--- src/rtl/collate_decode_fifo_pkg.sv ---
// Shared types for the collate->decode instruction FIFO.
// The optional COLLATE_FIFO_BYPASS_EN path lives in collate_decode_fifo.sv.
package collate_decode_fifo_pkg;
  localparam int WFID_W  = 6;
  localparam int INSTR_W = 64;
  localparam int PC_W    = 32;

  typedef struct packed {
    logic [WFID_W-1:0]  wfid;
    logic [INSTR_W-1:0] instr;
    logic [PC_W-1:0]    pc;
    logic               is_long;
    logic               killed;
  } entry_t;
endpackage

--- src/rtl/collate_decode_fifo_ptr.sv ---
// Pointer/count bookkeeping for the collate FIFO: wrap, full, empty, registered almost-full.
module collate_fifo_ptr
  import collate_decode_fifo_pkg::*;
#(
  parameter int DEPTH     = 4,
  parameter int AF_MARGIN = 1,
  parameter int CNT_W     = 3,
  localparam int PTR_W    = $clog2(DEPTH)
) (
  input  logic             clk,
  input  logic             rst_n,
  input  logic             push,
  input  logic             pop,
  output logic [PTR_W-1:0] rd_ptr,
  output logic [PTR_W-1:0] wr_ptr,
  output logic [CNT_W-1:0] count,
  output logic             full,
  output logic             empty,
  output logic             almost_full
);
  localparam logic [CNT_W-1:0] AF_TH = CNT_W'(DEPTH - AF_MARGIN);

  logic [PTR_W-1:0] rd_q, rd_d, wr_q, wr_d;
  logic [CNT_W-1:0] count_q, count_d;
  logic             af_q, af_d;

  // DEPTH is a power of two, so pointers wrap naturally.
  always_comb begin
    rd_d    = rd_q;
    wr_d    = wr_q;
    count_d = count_q;
    if (push) wr_d = wr_q + 1'b1;
    if (pop)  rd_d = rd_q + 1'b1;
    if (push && !pop)      count_d = count_q + 1'b1;
    else if (pop && !push) count_d = count_q - 1'b1;
    af_d = (count_d >= AF_TH);
  end

  always_ff @(posedge clk or negedge rst_n) begin
    if (!rst_n) begin
      rd_q    <= '0;
      wr_q    <= '0;
      count_q <= '0;
      af_q    <= 1'b0;
    end else begin
      rd_q    <= rd_d;
      wr_q    <= wr_d;
      count_q <= count_d;
      af_q    <= af_d;
    end
  end

  assign rd_ptr      = rd_q;
  assign wr_ptr      = wr_q;
  assign count       = count_q;
  assign full        = (count_q == CNT_W'(DEPTH));
  assign empty       = (count_q == '0);
  assign almost_full = af_q;
endmodule

--- src/rtl/collate_decode_fifo.sv ---
// Collate->decode instruction FIFO with per-wavefront kill and sticky overflow.
// Define COLLATE_FIFO_BYPASS_EN for a zero-latency path through an empty FIFO.
module collate_decode_fifo
  import collate_decode_fifo_pkg::*;
#(
  parameter int DEPTH     = 4,
  parameter int AF_MARGIN = 1,
  parameter int CNT_W     = 3
) (
  input  logic               clk,
  input  logic               rst,
  input  logic               in_valid,
  input  logic [WFID_W-1:0]  in_wfid,
  input  logic [INSTR_W-1:0] in_instr,
  input  logic [PC_W-1:0]    in_pc,
  input  logic               in_long,
  input  logic               kill_valid,
  input  logic [WFID_W-1:0]  kill_wfid,
  output logic               out_valid,
  input  logic               out_ready,
  output logic [WFID_W-1:0]  out_wfid,
  output logic [INSTR_W-1:0] out_instr,
  output logic [PC_W-1:0]    out_pc,
  output logic               out_long,
  output logic [CNT_W-1:0]   out_count,
  output logic               out_almost_full,
  output logic               out_overflow
);
  localparam int PTR_W = $clog2(DEPTH);

  entry_t           mem_q [DEPTH];
  entry_t           mem_d [DEPTH];
  entry_t           head, in_ent;
  logic [PTR_W-1:0] rd_ptr, wr_ptr;
  logic [CNT_W-1:0] count;
  logic             full, empty, almost_full;
  logic             push, pop, in_kill, bypass;
  logic             ovf_q, ovf_d;

  collate_fifo_ptr #(.DEPTH(DEPTH), .AF_MARGIN(AF_MARGIN), .CNT_W(CNT_W)) u_ptr (
    .clk        (clk),
    .rst_n      (rst),
    .push       (push),
    .pop        (pop),
    .rd_ptr     (rd_ptr),
    .wr_ptr     (wr_ptr),
    .count      (count),
    .full       (full),
    .empty      (empty),
    .almost_full(almost_full)
  );

  assign head    = mem_q[rd_ptr];
  assign in_kill = kill_valid && (in_wfid == kill_wfid);
  assign in_ent  = '{wfid: in_wfid, instr: in_instr, pc: in_pc,
                     is_long: in_long, killed: in_kill};

`ifdef COLLATE_FIFO_BYPASS_EN
  assign bypass = empty & in_valid & out_ready & ~in_kill;
`else
  assign bypass = 1'b0;
`endif

  // Killed heads drain on their own; the kill bit lands at the edge, so a
  // live head accepted in the kill cycle still pops normally.
  assign pop  = ~empty & (head.killed | out_ready);
  assign push = in_valid & ~bypass & (~full | pop);

  always_comb begin
    for (int i = 0; i < DEPTH; i++) begin
      mem_d[i] = mem_q[i];
      if (kill_valid && (mem_q[i].wfid == kill_wfid)) mem_d[i].killed = 1'b1;
    end
    if (push) mem_d[wr_ptr] = in_ent;
    ovf_d = ovf_q | (in_valid & ~bypass & full & ~pop);
  end

  always_ff @(posedge clk or negedge rst) begin
    if (!rst) begin
      for (int i = 0; i < DEPTH; i++) mem_q[i] <= '0;
      ovf_q <= 1'b0;
    end else begin
      for (int i = 0; i < DEPTH; i++) mem_q[i] <= mem_d[i];
      ovf_q <= ovf_d;
    end
  end

  assign out_valid       = bypass | (~empty & ~head.killed);
  assign out_wfid        = bypass ? in_wfid  : head.wfid;
  assign out_instr       = bypass ? in_instr : head.instr;
  assign out_pc          = bypass ? in_pc    : head.pc;
  assign out_long        = bypass ? in_long  : head.is_long;
  assign out_count       = count;
  assign out_almost_full = almost_full;
  assign out_overflow    = ovf_q;
endmodule

--- config.mk ---
export PLATFORM = sky130hd
export DESIGN_NAME = collate_decode_fifo
export DESIGN_NICKNAME = d
export VERILOG_FILES = /design/src/rtl/collate_decode_fifo_pkg.sv /design/src/rtl/collate_decode_fifo_ptr.sv /design/src/rtl/collate_decode_fifo.sv
export SDC_FILE = /design/constraint.sdc
export NUM_CORES = 1
export LEC_CHECK = 0
export CELL_PAD_IN_SITES_DETAIL_PLACEMENT = 0
export CELL_PAD_IN_SITES_GLOBAL_PLACEMENT = 1
export CORE_MARGIN = 2
export CORE_UTILIZATION = 43
export DETAILED_ROUTE_END_ITERATION = 8
export PLACE_DENSITY = 0.73
export SYNTH_ARGS = -nofsm -noshare
export SYNTH_HDL_FRONTEND = slang
export SYNTH_SLANG_ARGS = --single-unit
--- constraint.sdc ---
create_clock -name clk -period 2.3 [get_ports clk]
set_input_delay 0.23 -clock clk [delete_from_list [all_inputs] [get_ports clk]]
set_output_delay 0.23 -clock clk [all_outputs]
set_load 0.02 [all_outputs]
# ---- After elaboration in Yosys (flattened, before gate mapping)
# Index checks and enable logic that the tools add are counted.
# W data, S select, Z words.
dict set report op_classes {
  order_cmp 4
  mux 13
  n_bitwise 14
  add_sub_neg 4
  eq_ne 6
  reduce_logical 11
}
# cell n
set op_table {}
lappend op_table {{$bwmux W416} 1}
lappend op_table {{$mux W313} 1}
lappend op_table {{$mux W104} 3}
lappend op_table {{$bmux W104 S2} 1}
lappend op_table {{$demux W104 S2} 1}
lappend op_table {{$eq A6 B6 Y1} 5}
lappend op_table {{$logic_and A1 B1 Y1} 8}
lappend op_table {{$ge A3 B3 Y1 const B} 2}
lappend op_table {{$mux W3} 2}
lappend op_table {{$not A2 Y3} 2}
lappend op_table {{$and A1 B1 Y1} 5}
lappend op_table {{$add A2 B1 Y2 const B} 2}
lappend op_table {{$mux W1} 4}
lappend op_table {{$not A1 Y1} 4}
lappend op_table {{$add A3 B1 Y3 const B} 1}
lappend op_table {{$eq A3 B3 Y1 const B} 1}
lappend op_table {{$ge A3 B2 Y1 const B} 1}
lappend op_table {{$logic_not A3 Y1} 1}
lappend op_table {{$lt A3 B1 Y1 const B} 1}
lappend op_table {{$or A1 B1 Y1} 3}
lappend op_table {{$sub A3 B1 Y3 const B} 1}
lappend op_table {{$logic_not A1 Y1} 2}
dict set report word_totals {
  ff_bits 425
  output_inout_bits 109
  inputBits 114
  wordCells 77
}

# ---- Logic depth before layout (Yosys ltp)
dict set report logic_depth {
  ltp_word 13
  mapped_depth 9
  mapped_depth_nobuf 7
}

# ---- By module
# From an unflattened synthesis, not the netlist that was laid out.
dict set report unflattened {
  hier_cells 1115
  area_unflattened_um2 18995.7
}
# mod area_per_inst_um2 cells_per_inst seq_area_each_um2 n_inst
set by_module_without_submodules {}
lappend by_module_without_submodules {collate_decode_fifo 18549.0 1074 10435.0 1}
lappend by_module_without_submodules {collate_fifo_ptr 446.7 41 200.2 1}

# ---- Worst setup path after synthesis
# No wires, ideal clock.
dict set report synth_path {
  kind {flip-flop to flip-flop}
  from {reg u_ptr.count_q[1] (netlist: u_ptr.count[1])}
  to {reg, netlist name mem_q[100]}
  path_buffers 3
  arrival_time_ns 2.142
  synth_period_minus_slack_ns 2.270
  stages_incl_launch_ff 10
  path_slack_ns 0.030
  t_required_ns 2.173
  setup_ns 0.127
  cell_sequence {dfrtp_1 -> inv_1 -> ha_1 -> nor4bb_1 -> a221oi_2 -> buf_4 -> nand2_2 -> buf_6 -> buf_6 -> mux2_1}
}
dict set report synth_via {
  elab_chain_cells 5
  elab_cells_between_ends 7
  classes_between {eq/ne: 1; bitwise: 5; reduce/logical: 1}
}
# item line_no
set synth_rtl {}
lappend synth_rtl {{start: declaration} collate_decode_fifo_ptr.sv:24} ;# logic [CNT_W-1:0] count_q, count_d;
lappend synth_rtl {{start signal: assignment} collate_decode_fifo_ptr.sv:48} ;# count_q <= count_d;
lappend synth_rtl {{$logic_not A3 Y1} collate_decode_fifo_ptr.sv:57} ;# assign empty = (count_q == '0);
lappend synth_rtl {{$not A1 Y1} collate_decode_fifo.sv:66} ;# assign pop = ~empty & (head.killed | out_ready);
lappend synth_rtl {{$and A1 B1 Y1} collate_decode_fifo.sv:66}
lappend synth_rtl {{$or A1 B1 Y1 (*)} collate_decode_fifo.sv:67} ;# assign push = in_valid & ~bypass & (~full | pop);
lappend synth_rtl {{$and A1 B1 Y1 (*)} collate_decode_fifo.sv:67}
# Every way passes the cells marked *; elsewhere a longest branch is shown, timed or not.
# A chain may end at the register's enable or synchronous reset.

# ---- Worst setup path after layout
dict set report layout_path {
  from {reg u_ptr.rd_q[0] (netlist: u_ptr.rd_ptr[0])}
  to {reg, netlist name mem_q[199]}
}
dict set report layout_via {
  elab_chain_cells 8
}
# item line_no
set layout_rtl {}
lappend layout_rtl {{start: declaration} collate_decode_fifo_ptr.sv:23} ;# logic [PTR_W-1:0] rd_q, rd_d, wr_q, wr_d;
lappend layout_rtl {{start signal: assignment} collate_decode_fifo_ptr.sv:46} ;# rd_q <= rd_d;
lappend layout_rtl {{$not A2 Y3 (implied by the code)} collate_decode_fifo.sv:53} ;# assign head = mem_q[rd_ptr];
lappend layout_rtl {{$bmux W104 S2} collate_decode_fifo.sv:53}
lappend layout_rtl {{$mux W104 (implied by the code) (2 in series)} collate_decode_fifo.sv:53}
lappend layout_rtl {{$or A1 B1 Y1} collate_decode_fifo.sv:66}
lappend layout_rtl {{$and A1 B1 Y1} collate_decode_fifo.sv:66}
lappend layout_rtl {{$or A1 B1 Y1} collate_decode_fifo.sv:67}
lappend layout_rtl {{$and A1 B1 Y1} collate_decode_fifo.sv:67}
# Every way passes these cells. The select of a mux whose other input is x is not followed.

==> out/metrics.cfg <==
[global_routing]
grt_first_pass_wirelength_um=67400
grt_usage_pct=19.5
grt_pass1_vias=11600
grt_max_degree=65
antenna_found_initial=1
overflow=0

[sta]
timing.hold.ws_ns=0.191
rsz0062_at_grt=true
slew_viol_final=0
period_minus_slack_ns=2.42
setup_slack_ns=-0.119
fin_crit_sh_pct=105
tightest_slew_ns=0.748
setup_viol=428
relSlewSlack_pct=50.1
finalHoldViolCount=0
timing.fmax_mhz=413
finalClockSkew_ns=0.0248

[route]
top_layer=met5
dr_wl_met3_um=2940
met1Wirelength_um=22100
wl_met2_um=24300
drt_iter0_drc=606
wl_per_cell_um=24.5
vias_per_cell=5.35
dr_total_vias=11000
drc=0
first_pass_iters=4
ant_nets=0
drt-total-wl_um=50500

[die]
io_pins=223
coreArea_mm2=0.0432
row_count=76
die_w_um=213
start_util_pct=43.6
die_area_mm2=0.0455
die_h_um=213

[cts]
numCtsBuffers=47
clk_transition_reported_paths_ns=0.06
clkSinkCount=425
clockBufferDepth=3
cts_tree=built
clock_latency_ns=0.58
clock-root-buffer=clkbuf_16
ctsHtreeMaxLevel=2

[final_layout]
fin_area_mm2=0.0258
num-nets-final=1566
drive_above_1_share_pct=51.9
fin_util_pct=59.7
area.growth.synth_to_final_pct=36.9

[place]
placed_cell_area_mm2=0.0221
dpl.hpwl_um=27300
gp_congestion=0.740
post-place-ws_ns=-0.0108
port_buffers=222

[synth]
synth_top_family_by_area=multiplexers
synth_nets=1235
synth_cells=1114
synth.area.mux_share_pct=37.3
synth-main-ff-cell=dfrtp_1
synth-xor-area-share_pct=1.58
synth.avg_cell_area_um2=16.9
yosysTopAreaCell=dfrtp_1
post_synth_num_cell_types=38
synth_seq_cells=425
synth-compound-area-share_pct=0.478
yosysMostFrequentCell=dfrtp_1
synthTopCellsByArea=dfrtp_1 56%, mux2_2 14%, mux4_2 12%
synth_fa_ha_area_share_pct=0.465
synth_commonest_cells=425 x dfrtp_1, 235 x mux2_2, 177 x mux2_1
yosysTopAreaCellShare_pct=56.5
ys_seq_area_share_pct=56.5
postSynth.asyncResetShare_pct=100
synth_area_mm2=0.0188
synth_edf_count=0
synth-simple-area-share_pct=0.970
ys.warnings.count=0

[setup_path]
critPathTopFamily=buffers and inverters
crit_path_max_fanout=9
worst-setup-path-type=flip-flop to flip-flop
cp_cell_sequence=buf_8 > mux2i_4 > a221oi_4 > buf_12 > nand2_8 > clkbuf_16 > mux2_1
slowest_stage=dfrtp_4
r2r-end=mem_q[199]
worst_setup_path_end_kind=flip-flop
r2r-start=u_ptr.rd_ptr[0]
reg2reg_depth=7
cp_data_required_time_ns=2.74
r2r_slack_ns=-0.12
startpoint_type=flip-flop
max_stage_delay_ns=0.54
worstPathBufferInverterCount=3
worstPathArrival_ns=2.86

[power]
seq_power_share_pct=31.0
switching_share_pct=33.5
combPwrFrac_pct=51.4
ir_drop_mv=0.837
power_leakage_nw=11.4
internal_power_mw=28.6
p_clk_share_pct=17.5
p_sw_mw=14.4
p_per_area_mw_per_mm2=1670

[outcome]
violations=negative setup slack
outcome=finished, violations left

[hold_path]
hold_path_class=primary input to asynchronous set/reset pin

[job]
drv_cap=0

[area by class of cell]
cell class | instances | area [um^2]
fill | 3344 | 17400
sequential | 425 | 10600
multi-input combinational | 614 | 8320
timing repair buffer | 350 | 4520
clock buffer | 66 | 1350
tap | 585 | 732
clock inverter | 15 | 190
inverter | 7 | 26.3
antenna | 1 | 2.50
[kinds of logic (layout without fill, tap and decap cells)]
logic type,after synthesis,count (layout)
AOI/OAI and AO/OA,11,11
xor gates and xnor gates,34,34
adders and majority gates,7,7
buffers and inverters,83,438
DFF,425,425
muxes,522,522
other,0,1
and+or+nand+nor,32,40
[state kept, by name, indices dropped and copies added, names as in the netlist]
name,cells
u_ptr.wr_ptr,2
u_ptr.count,3
u_ptr.rd_ptr,2
u_ptr.almost_full,1
out_overflow,1
mem_q,416
[worst max-delay path by stage]
stage | from | to | depth (start not counted)
floorplan | u_ptr.count[1] | mem_q[100] | 9
global placement | out_ready | mem_q[386] | 8
detailed placement | out_ready | mem_q[352] | 8
CTS | u_ptr.rd_ptr[0] | out_valid | 6
global route | u_ptr.rd_ptr[0] | out_pc[29] | 5
finish | u_ptr.rd_ptr[0] | mem_q[199] | 7
[layer usage]
metal	track usage [%]	vias up
li1	-	4833
met1	26.4	5917
met2	31.7	227
met3	4.18	68
met4	5.91	2
met5	0	-
[repair_timing]
action,CTS,global route
hold endpoints to repair,62,0
gates cloned,7,49
hold buffers,1,0
endpoints found under the setup margin,104,514
resized for setup,528,239
pin swaps,0,4
buffers inserted,16,17
[placed cells by master, fill, tap and decap left out, types with 27 or more instances in the layout]
| cell | count |
|---|---|
| buf_12 | 35 |
| clkbuf_16 | 78 |
| buf_4 | 28 |
| dfrtp_1 | 423 |
| clkdlybuf4s50_1 | 117 |
| mux4_2 | 103 |
| mux2_4 | 102 |
| mux2_2 | 235 |
| mux2_1 | 75 |
| buf_2 | 27 |
| buf_6 | 91 |
[per-stage QoR]
stage                     power [mW]  std cells  TNS, ns
after floorplan                 24.6       1114        0
after global placement          31.6       1898    -1.49
after detailed placement        32.0       1898   -0.169
after CTS                       39.8       2002    -8.72
after global routing            45.2       2062   -44.93
final                           43.0       2063   -21.06
[power groups by stage]
stage	clock network (mW)	registers [mW]	logic, mW
floorplan	0	12.7	11.8
global placement	0	13.2	18.4
detailed placement	0	13.4	18.6
CTS	7.75	13.3	18.8
global route	8.04	13.8	23.3
finish	7.53	13.4	22.1
(Power assumes the default switching activity.)
